<file path="src/rtl/fifo_rr_arbiter_if.sv">
// fifo_rr_arbiter_if: requester handshakes plus FIFO control/status bundle
interface fifo_rr_arbiter_if #(
  parameter int DATA_WIDTH = 32,
  parameter int CNT_WIDTH  = 4
);
  logic                  a_req, a_rw, a_ack, a_err;
  logic [DATA_WIDTH-1:0] a_din, a_dout;
  logic                  b_req, b_rw, b_ack, b_err;
  logic [DATA_WIDTH-1:0] b_din, b_dout;
  logic                  f_wr_en, f_rd_en, f_full, f_empty;
  logic [DATA_WIDTH-1:0] f_din, f_dout;
  logic [CNT_WIDTH-1:0]  f_data_count;
  modport master (
    output a_req, a_rw, a_din, b_req, b_rw, b_din, f_dout, f_full, f_empty, f_data_count,
    input  a_ack, a_err, a_dout, b_ack, b_err, b_dout, f_wr_en, f_rd_en, f_din
  );
  modport slave (
    input  a_req, a_rw, a_din, b_req, b_rw, b_din, f_dout, f_full, f_empty, f_data_count,
    output a_ack, a_err, a_dout, b_ack, b_err, b_dout, f_wr_en, f_rd_en, f_din
  );
endinterface

</file>
<file path="src/rtl/fifo_rr_arbiter.sv">
// fifo_rr_arbiter: round-robin arbiter sharing one FIFO between two op requesters
module fifo_rr_arbiter (
  input logic              clk,
  input logic              reset,
  fifo_rr_arbiter_if.slave bus
);
  typedef enum logic [1:0] {IDLE = 2'b00, ISSUE = 2'b01, RESP = 2'b10} state_t;
  state_t state;
  logic win, last, rw, a_fwd, b_fwd, pick_b, pick_rw, reject;
  logic [$bits(bus.a_dout)-1:0] a_hold, b_hold;
  logic unused_count;
  assign unused_count = ^bus.f_data_count;
  assign pick_b  = bus.b_req & (~bus.a_req | ~last);
  assign pick_rw = pick_b ? bus.b_rw : bus.a_rw;
  assign reject  = pick_rw ? bus.f_full : bus.f_empty;
  // FIFO read data lands during the ack cycle: forward it then, hold it afterwards
  assign bus.a_dout = a_fwd ? bus.f_dout : a_hold;
  assign bus.b_dout = b_fwd ? bus.f_dout : b_hold;
  always_ff @(posedge clk) begin
    if (reset) begin
      state       <= IDLE;
      win         <= 1'b0;
      last        <= 1'b1;
      rw          <= 1'b0;
      a_fwd       <= 1'b0;
      b_fwd       <= 1'b0;
      a_hold      <= '0;
      b_hold      <= '0;
      bus.a_ack   <= 1'b0;
      bus.b_ack   <= 1'b0;
      bus.a_err   <= 1'b0;
      bus.b_err   <= 1'b0;
      bus.f_wr_en <= 1'b0;
      bus.f_rd_en <= 1'b0;
      bus.f_din   <= '0;
    end else begin
      bus.a_ack   <= 1'b0;
      bus.b_ack   <= 1'b0;
      bus.a_err   <= 1'b0;
      bus.b_err   <= 1'b0;
      bus.f_wr_en <= 1'b0;
      bus.f_rd_en <= 1'b0;
      a_fwd       <= 1'b0;
      b_fwd       <= 1'b0;
      if (a_fwd) a_hold <= bus.f_dout;
      if (b_fwd) b_hold <= bus.f_dout;
      case (state)
        IDLE: if (bus.a_req | bus.b_req) begin
          win <= pick_b;
          rw  <= pick_rw;
          if (reject) begin
            state     <= RESP;
            bus.a_ack <= ~pick_b;
            bus.b_ack <= pick_b;
            bus.a_err <= ~pick_b;
            bus.b_err <= pick_b;
          end else begin
            state       <= ISSUE;
            bus.f_wr_en <= pick_rw;
            bus.f_rd_en <= ~pick_rw;
            bus.f_din   <= pick_b ? bus.b_din : bus.a_din;
          end
        end
        ISSUE: begin
          state     <= RESP;
          bus.a_ack <= ~win;
          bus.b_ack <= win;
          a_fwd     <= ~win & ~rw;
          b_fwd     <= win & ~rw;
        end
        RESP: begin
          state <= IDLE;
          last  <= win;
        end
        default: state <= IDLE;
      endcase
    end
  end
endmodule
</file>
<file path="src/flat_wrapper.sv">
// flat-port wrapper written by rule: the top's interface ports become plain ports
module fifo_rr_arbiter_flat 
  (clk, reset, bus_a_req, bus_a_rw, bus_a_din, bus_b_req, bus_b_rw, bus_b_din, bus_f_dout, bus_f_full, bus_f_empty, bus_f_data_count, bus_a_ack, bus_a_err, bus_a_dout, bus_b_ack, bus_b_err, bus_b_dout, bus_f_wr_en, bus_f_rd_en, bus_f_din);
  fifo_rr_arbiter_if bus_i ();
  input logic clk;
  input logic reset;
  input wire logic [$bits(bus_i.a_req)-1:0] bus_a_req;
  input wire logic [$bits(bus_i.a_rw)-1:0] bus_a_rw;
  input wire logic [$bits(bus_i.a_din)-1:0] bus_a_din;
  input wire logic [$bits(bus_i.b_req)-1:0] bus_b_req;
  input wire logic [$bits(bus_i.b_rw)-1:0] bus_b_rw;
  input wire logic [$bits(bus_i.b_din)-1:0] bus_b_din;
  input wire logic [$bits(bus_i.f_dout)-1:0] bus_f_dout;
  input wire logic [$bits(bus_i.f_full)-1:0] bus_f_full;
  input wire logic [$bits(bus_i.f_empty)-1:0] bus_f_empty;
  input wire logic [$bits(bus_i.f_data_count)-1:0] bus_f_data_count;
  output wire logic [$bits(bus_i.a_ack)-1:0] bus_a_ack;
  output wire logic [$bits(bus_i.a_err)-1:0] bus_a_err;
  output wire logic [$bits(bus_i.a_dout)-1:0] bus_a_dout;
  output wire logic [$bits(bus_i.b_ack)-1:0] bus_b_ack;
  output wire logic [$bits(bus_i.b_err)-1:0] bus_b_err;
  output wire logic [$bits(bus_i.b_dout)-1:0] bus_b_dout;
  output wire logic [$bits(bus_i.f_wr_en)-1:0] bus_f_wr_en;
  output wire logic [$bits(bus_i.f_rd_en)-1:0] bus_f_rd_en;
  output wire logic [$bits(bus_i.f_din)-1:0] bus_f_din;
  assign bus_i.a_req = bus_a_req;
  assign bus_i.a_rw = bus_a_rw;
  assign bus_i.a_din = bus_a_din;
  assign bus_i.b_req = bus_b_req;
  assign bus_i.b_rw = bus_b_rw;
  assign bus_i.b_din = bus_b_din;
  assign bus_i.f_dout = bus_f_dout;
  assign bus_i.f_full = bus_f_full;
  assign bus_i.f_empty = bus_f_empty;
  assign bus_i.f_data_count = bus_f_data_count;
  assign bus_a_ack = bus_i.a_ack;
  assign bus_a_err = bus_i.a_err;
  assign bus_a_dout = bus_i.a_dout;
  assign bus_b_ack = bus_i.b_ack;
  assign bus_b_err = bus_i.b_err;
  assign bus_b_dout = bus_i.b_dout;
  assign bus_f_wr_en = bus_i.f_wr_en;
  assign bus_f_rd_en = bus_i.f_rd_en;
  assign bus_f_din = bus_i.f_din;
  fifo_rr_arbiter u_core (.clk(clk), .reset(reset), .bus(bus_i));
endmodule
</file>
<file path="config.mk">
export PLATFORM = sky130hd
export DESIGN_NAME = fifo_rr_arbiter_flat
export DESIGN_NICKNAME = d
export VERILOG_FILES = /design/src/rtl/fifo_rr_arbiter_if.sv /design/src/rtl/fifo_rr_arbiter.sv /design/src/flat_wrapper.sv
export SDC_FILE = /design/constraint.sdc
export NUM_CORES = 1
export LEC_CHECK = 0
export CAP_MARGIN = 10
export CORE_MARGIN = 3
export CORE_UTILIZATION = 35
export DETAILED_ROUTE_END_ITERATION = 10
export HOLD_SLACK_MARGIN = 0.05
export PLACE_DENSITY = 0.67
export SLEW_MARGIN = 20
export SYNTH_ARGS = -nofsm -noshare
export SYNTH_HDL_FRONTEND = slang
export SYNTH_SLANG_ARGS = --single-unit
</file>
<file path="constraint.sdc">
create_clock -name clk -period 1.81 [get_ports clk]
set_input_delay 0.2715 -clock clk [delete_from_list [all_inputs] [get_ports clk]]
set_output_delay 0.2715 -clock clk [all_outputs]
set_load 0.02 [all_outputs]
</file>
==> flow_summary_export.csv, run 1 <==
group,metric,value,unit
pwr,leakage,2.91,nW
synthesis,synthDominantCellAreaShare,46.8,%
timing,final-setup-viol-count,0,
cts,clock-root-buffer,"sky130_fd_sc_hd__clkbuf_16",
worst_setup_path,worstPathCellList,"bufbuf_16 > mux2_2 > buf_2",
drt,detail-route-antenna-nets,0,
floorplan,rows,41,
cts,number_of_hold_repair_buffers_added_at_the_cts_stage,0,
timing,finalSetupTns,0,ps
layout,nFillCells,1201,
synthesis,synth_edf_count,0,
drt,drt_pass1_iterations,4,
global_route,initial_antenna_violation_count,0,
synthesis,async_reset_ff_share,0,%
synthesis,syn_area,4660,sq um
layout,nets,718,
worst_setup_path,critPathSlowestCell,"sky130_fd_sc_hd__dfxtp_4",
worst_setup_path,critPathMaxStageDelay,400,ps
worst_setup_path,required,1540,ps
layout,syn2layout_area_growth,50.9,%
placement,worst_case_setup_slack_after_placement,-362,ps
timing,setup_repair_after_global_routing_missed_its_margin,"yes",
layout,antenna_cells,0,
synthesis,synth_top_cells_by_area,"sky130_fd_sc_hd__dfxtp_1, sky130_fd_sc_hd__mux2_2, sky130_fd_sc_hd__and2_1",
cts,clk_transition_reported_paths,70,ps
synthesis,syn_area_per_cell,11.3,sq um
worst_setup_path,timing.reg2reg.worst_path_depth,5,
worst_setup_path,critPathLaunchType,"flop",
timing,final.min_clock_period,1800,ps
pwr,p_total,0.00584,W
drt,detailroute.via_count,3929,
placement,routability_congestion_estimate_from_global_placement,0.805,
timing,final_max_slew_viol_count,0,
timing,timing.fmax,556,MHz
timing,worst_slew_margin_rel,66.5,%
global_route,vias_in_the_first_global_route,4090,
layout,postLayoutCoreUtil,54.8,%
layout,share_of_cells_above_drive_strength_1,32.8,%
worst_setup_path,critical_path.max_fanout,8,
cts,clkSinkCount,109,
cts,tritoncts,"yes",
cts,insertion_delay,340,ps
cts,postCtsSetupRepairBufs,0,
placement,post-dp-hpwl,9270,um
floorplan,dieArea,14700,sq um
timing,finalHoldViolCount,0,
floorplan,initial_utilization,36.3,%
cts,cts.path.max_buffers,2,
synthesis,yosys_register_bits,109,
min_path,worst_hold_path_type,"input pin to flop",
drt,dr.first_iter.drc_count,159,
floorplan,die_height,121,um
synthesis,synthCells,411,
synthesis,synth_warnings,0,
synthesis,synthesis.nets,519,
timing,finClkSkew,3.79,ps
timing,worst_hold_slack,219,ps
min_path,hold_critical_path_depth,2,
worst_setup_path,timing.critical_path.arrival,1530,ps
pwr,ir_drop,0.388,mV
floorplan,floorplan.io_pins,210,
synthesis,synth_seq_area_share,46.8,%
outcome,outcome,"completed",
timing,layout_worst_path_cycle_share,99.5,%
global_route,grt_start_max_net_pins,68,
cts,cts.htree.levels,3,
synthesis,post_synthesis_cell_type_with_the_largest_combined_area,"sky130_fd_sc_hd__dfxtp_1",
floorplan,fp.dieW,121,um
drt,detail_route.vias_per_cell,4.99,
run,timing.max_cap.violations,0,
drt,routedWlPerCell,17.1,um
synthesis,synth.lib_cells_used.distinct,31,
drt,drc_errors,0,
synthesis,dominantRegCellSynth,"sky130_fd_sc_hd__dfxtp_1",
global_route,grt_pass1_wl,20900,um
worst_setup_path,critPathKind,"flop to primary output",
global_route,grtUsageTotal,18.0,%
worst_setup_path,end_kind,"primary output",
timing,finalWorstSetupSlack,9.90,ps
placement,port_buffers,205,
drt,routed_wirelength,13500,um
pwr,powerDensity,830,nW/um^2
timing,worstMarginPinSlew,502,ps
floorplan,core_region_area,12800,sq um
global_route,global_route.overflow_total,0,
cts,cts_buffers,9,
[registers in the layout, summed over array words and instances, names as in the netlist]
signal              cells
u_core.a_hold          32
u_core.b_hold          32
u_core.bus.f_din       32
u_core.state            2
u_core.a_fwd            1
u_core.b_fwd            1
u_core.bus.a_ack        1
u_core.bus.a_err        1
u_core.bus.b_ack        1
u_core.bus.b_err        1
u_core.bus.f_rd_en      1
u_core.bus.f_wr_en      1
u_core.last             1
u_core.rw               1
u_core.win              1
[area by class of cell]
class | count | area (sq um) | area share (%)
multi-input cells | 261 | 2300 | 32.7
clock buffers | 10 | 229 | 3.26
repair buffers | 225 | 2040 | 29.0
inverters | 4 | 15.0 | 0.214
clock inverters | 6 | 40.0 | 0.569
flip-flops and latches | 109 | 2190 | 31.1
well taps | 172 | 215 | 3.06
[worst paths after layout]
check,from,to,slack (ps)
setup / recovery,u_core.b_fwd,bus_b_dout[9],10
hold / removal,reset,u_core.bus.f_din[4],220
setup reg to reg,u_core.last,u_core.bus.f_din[8],160
hold reg to reg,u_core.rw,u_core.b_fwd,460
[report_power, final]
part	switching, W	internal [W]
combinational	0.000707	0.000723
clock	0.000857	0.000932
sequential	0.0000807	0.00254
total	0.00164	0.00419
[Yosys cell counts, types with 2 or more instances]
| master | number |
|---|---|
| sky130_fd_sc_hd__mux2_2 | 62 |
| sky130_fd_sc_hd__buf_1 | 7 |
| sky130_fd_sc_hd__mux2_1 | 2 |
| sky130_fd_sc_hd__a31oi_1 | 32 |
| sky130_fd_sc_hd__nand2_1 | 6 |
| sky130_fd_sc_hd__buf_6 | 5 |
| sky130_fd_sc_hd__a21oi_1 | 2 |
| sky130_fd_sc_hd__nand2b_1 | 2 |
| sky130_fd_sc_hd__a211oi_2 | 30 |
| sky130_fd_sc_hd__a211oi_1 | 3 |
| sky130_fd_sc_hd__mux2i_1 | 32 |
| sky130_fd_sc_hd__nor2_1 | 5 |
| sky130_fd_sc_hd__nor3_1 | 6 |
| sky130_fd_sc_hd__o32a_1 | 2 |
| sky130_fd_sc_hd__dfxtp_1 | 109 |
| sky130_fd_sc_hd__and2_1 | 65 |
| sky130_fd_sc_hd__inv_1 | 3 |
| sky130_fd_sc_hd__clkbuf_1 | 18 |
| sky130_fd_sc_hd__buf_2 | 8 |
[layer usage]
| layer | up-vias | global-route usage (%) | share of wire, % |
|---|---|---|---|
| met5 | - | 0 | 0 |
| met4 | 0 | 4.20 | 1.0 |
| met3 | 12 | 7.09 | 10 |
| met2 | 170 | 31.4 | 48 |
| met1 | 1875 | 20.7 | 41 |
| li1 | 1872 | - | - |
[cells in the final DEF, fill, tap and decap left out, types with 2 or more instances in the layout]
cell type	n
sky130_fd_sc_hd__nor2_1	5
sky130_fd_sc_hd__a31oi_1	32
sky130_fd_sc_hd__mux2_2	62
sky130_fd_sc_hd__buf_16	2
sky130_fd_sc_hd__a211oi_1	3
sky130_fd_sc_hd__inv_1	3
sky130_fd_sc_hd__buf_2	61
sky130_fd_sc_hd__a211oi_2	30
sky130_fd_sc_hd__clkbuf_16	9
sky130_fd_sc_hd__mux2_1	2
sky130_fd_sc_hd__clkdlybuf4s50_1	140
sky130_fd_sc_hd__dfxtp_4	2
sky130_fd_sc_hd__nand2b_1	2
sky130_fd_sc_hd__buf_4	11
sky130_fd_sc_hd__and3_4	2
sky130_fd_sc_hd__buf_12	6
sky130_fd_sc_hd__nor3_1	5
sky130_fd_sc_hd__and2_1	65
sky130_fd_sc_hd__clkinv_4	2
sky130_fd_sc_hd__clkinv_2	3
sky130_fd_sc_hd__mux2i_1	32
sky130_fd_sc_hd__dfxtp_1	107
sky130_fd_sc_hd__nand2_1	6
sky130_fd_sc_hd__clkdlybuf4s15_2	4
[cells by family after synthesis]
| logic type | Yosys count | synth area share (%) |
|---|---|---|
| DFF | 109 | 46.8 |
| muxes | 96 | 22.3 |
| and+or+nand+nor | 88 | 11.3 |
| AOI/OAI and AO/OA | 76 | 15.1 |
| buffers and inverters | 42 | 4.40 |
[timing repair]
item | CTS | global route
endpoints found under the setup margin | 64 | 66
pin swaps | 0 | 0
gates cloned | 3 | 1
gates resized for setup | 233 | 28
[metrics by stage]
step	cell area [sq um]	instances
final	7030	787
after global routing	7030	787
after CTS	7170	786
after detailed placement	6950	767
after global placement	6950	767
after floorplan	4660	411
[critical path: cells and delay by family, from the launching register on]
kind     cells  cell delay (ps)
flops        1              400
mux          1              340
buf+inv      2              450
Power figures use the tool's default switching activity.
==> run 2, diff against run 1 <==
--- a/config.mk
+++ b/config.mk
@@ -11,6 +11,7 @@
 export DETAILED_ROUTE_END_ITERATION = 10
 export HOLD_SLACK_MARGIN = 0.05
 export PLACE_DENSITY = 0.67
+export SKIP_LAST_GASP = 1
 export SLEW_MARGIN = 20
 export SYNTH_ARGS = -nofsm -noshare
 export SYNTH_HDL_FRONTEND = slang
==> flow_summary_export.csv, run 2 (synthesized netlist as in run 1, its figures left out) <==
group,metric,value,unit
outcome,outcome,"completed",
pwr,powerDensity,810,nW/um^2
timing,worst_slew_margin_rel,66.5,%
layout,share_of_cells_above_drive_strength_1,32.8,%
layout,nets,718,
floorplan,fp.dieW,121,um
drt,detail-route-antenna-nets,0,
floorplan,floorplan.io_pins,210,
placement,post-place-cells,767,
run,timing.max_cap.violations,0,
timing,setup_repair_after_global_routing_missed_its_margin,"yes",
cts,insertion_delay,340,ps
floorplan,initial_utilization,36.3,%
worst_setup_path,worstPathCellList,"bufbuf_16 > mux2_2 > buf_2",
drt,detail_route.vias_per_cell,4.99,
cts,clkSinkCount,109,
cts,clock-root-buffer,"sky130_fd_sc_hd__clkbuf_16",
drt,detailroute.via_count,3925,
worst_setup_path,reg2reg_slack,160,ps
pwr,ir_drop,0.390,mV
timing,worst_hold_slack,219,ps
worst_setup_path,timing.critical_path.arrival,1530,ps
cts,clk_transition_reported_paths,70,ps
worst_setup_path,timing.critical_path.from,"u_core.b_fwd",
worst_setup_path,timing.reg2reg.worst_path_depth,5,
timing,finalSetupTns,0,ps
global_route,initial_antenna_violation_count,0,
floorplan,die_height,121,um
cts,cts.path.max_buffers,2,
worst_setup_path,worst_r2r_endpoint,"u_core.bus.f_din[8]",
layout,nFillCells,1163,
timing,final_max_slew_viol_count,0,
layout,antenna_cells,0,
worst_setup_path,critical_path.max_fanout,8,
global_route,grt_pass1_wl,20900,um
drt,routedWlPerCell,17.1,um
global_route,grtUsageTotal,18.0,%
timing,finalHoldViolCount,0,
drt,dr.first_iter.drc_count,155,
placement,post-dp-hpwl,9270,um
timing,finClkSkew,3.79,ps
timing,final-setup-viol-count,0,
timing,layout_worst_path_cycle_share,99.4,%
layout,reg_top3,"u_core.a_hold: 32 flops, u_core.b_hold: 32 flops, u_core.bus.f_din: 32 flops",
timing,timing.fmax,556,MHz
worst_setup_path,required,1540,ps
worst_setup_path,crit_end,"bus_b_dout[9]",
global_route,global_route.overflow_total,0,
pwr,p_total,0.00586,W
drt,drt_pass1_iterations,4,
worst_setup_path,critPathKind,"flop to primary output",
timing,finalWorstSetupSlack,11.5,ps
worst_setup_path,cpLargestDelayFamily,"buffers and inverters",
cts,cts.htree.levels,3,
global_route,vias_in_the_first_global_route,4093,
cts,tritoncts,"yes",
timing,final.min_clock_period,1800,ps
layout,leading_cell_types_in_the_layout_fill_and_taps_excluded,"sky130_fd_sc_hd__clkdlybuf4s50_1, sky130_fd_sc_hd__dfxtp_1, sky130_fd_sc_hd__and2_1, sky130_fd_sc_hd__mux2_2, sky130_fd_sc_hd__clkdlybuf4s15_2",
floorplan,rows,41,
worst_setup_path,rr_startpoint,"u_core.last",
floorplan,dieArea,14700,sq um
floorplan,core_region_area,12800,sq um
worst_setup_path,critPathSlowestCell,"sky130_fd_sc_hd__dfxtp_4",
placement,routability_congestion_estimate_from_global_placement,0.805,
global_route,grt_start_max_net_pins,68,
layout,area.sequential,2190,sq um
min_path,worst_hold_path_type,"input pin to flop",
layout,syn2layout_area_growth,55.2,%
pwr,leakage,2.86,nW
layout,fin_cells,787,
layout,commonest_non_fill_non_tap_cell_in_the_layout,"sky130_fd_sc_hd__clkdlybuf4s50_1",
drt,routed_wirelength,13400,um
worst_setup_path,end_kind,"primary output",
drt,drc_errors,0,
placement,port_buffers,205,
worst_setup_path,critPathLaunchType,"flop",
worst_setup_path,critPathMaxStageDelay,400,ps
worst_setup_path,cp_num_buf_inv,2,
timing,worstMarginPinSlew,502,ps
layout,multi_input_comb_area,2300,sq um
placement,worst_case_setup_slack_after_placement,-362,ps
cts,cts_buffers,9,
worst_setup_path,critical_path_depth,3,
run 2: cell types whose count changed in the layout (fill, tap and decap cells not counted):
cell	before	now
sky130_fd_sc_hd__clkdlybuf4s15_2	4	36
sky130_fd_sc_hd__buf_2	61	29
run 2: through the flow:
step | utilization, % | cell area, sq um
after detailed placement | 54.2 | 6950
after CTS | 56.7 | 7280
after floorplan | - | 4660
after global routing | 56.4 | 7230
final | 56.4 | 7230
after global placement | 54.2 | 6950
run 2: layout make-up:
| cell class | instances | area share [%] |
|---|---|---|
| clock buffer | 10 | 3.17 |
| clock inverter | 6 | 0.554 |
| inverter | 4 | 0.208 |
| multi-input combinational | 261 | 31.8 |
| sequential | 109 | 30.3 |
| tap | 172 | 2.98 |
| timing repair buffer | 225 | 31.0 |
run 2: layer usage:
metal | wire, um | track usage, %
met5 | 0 | 0
met4 | 134 | 4.20
met1 | 5450 | 20.6
met3 | 1400 | 6.99
met2 | 6460 | 31.5
run 2: power breakdown:
group	leakage, nW	switching (W)	internal [W]
clock network	0.132	0.000859	0.000932
logic	1.84	0.000707	0.000744
registers	0.889	0.0000808	0.00254
run 2: how the worst min path moves through the flow:
stage,cells after the start,startpoint,endpoint
final,2,reset,u_core.bus.f_din[4]
after global routing,2,reset,u_core.bus.f_din[4]
after CTS,2,reset,u_core.bus.f_din[4]
after detailed placement,1,u_core.rw,u_core.b_fwd
after global placement,1,u_core.rw,u_core.a_fwd
after floorplan,1,bus_f_empty,u_core.bus.f_rd_en
run 2: timing repair:
item / in CTS / in global routing
hold buffers: 0 / 0
buffers inserted: 0 / 0
endpoints found under the hold margin: 0 / 0
endpoints found under the setup margin: 64 / 83
cloned: 3 / 1
gates resized for setup: 216 / 13
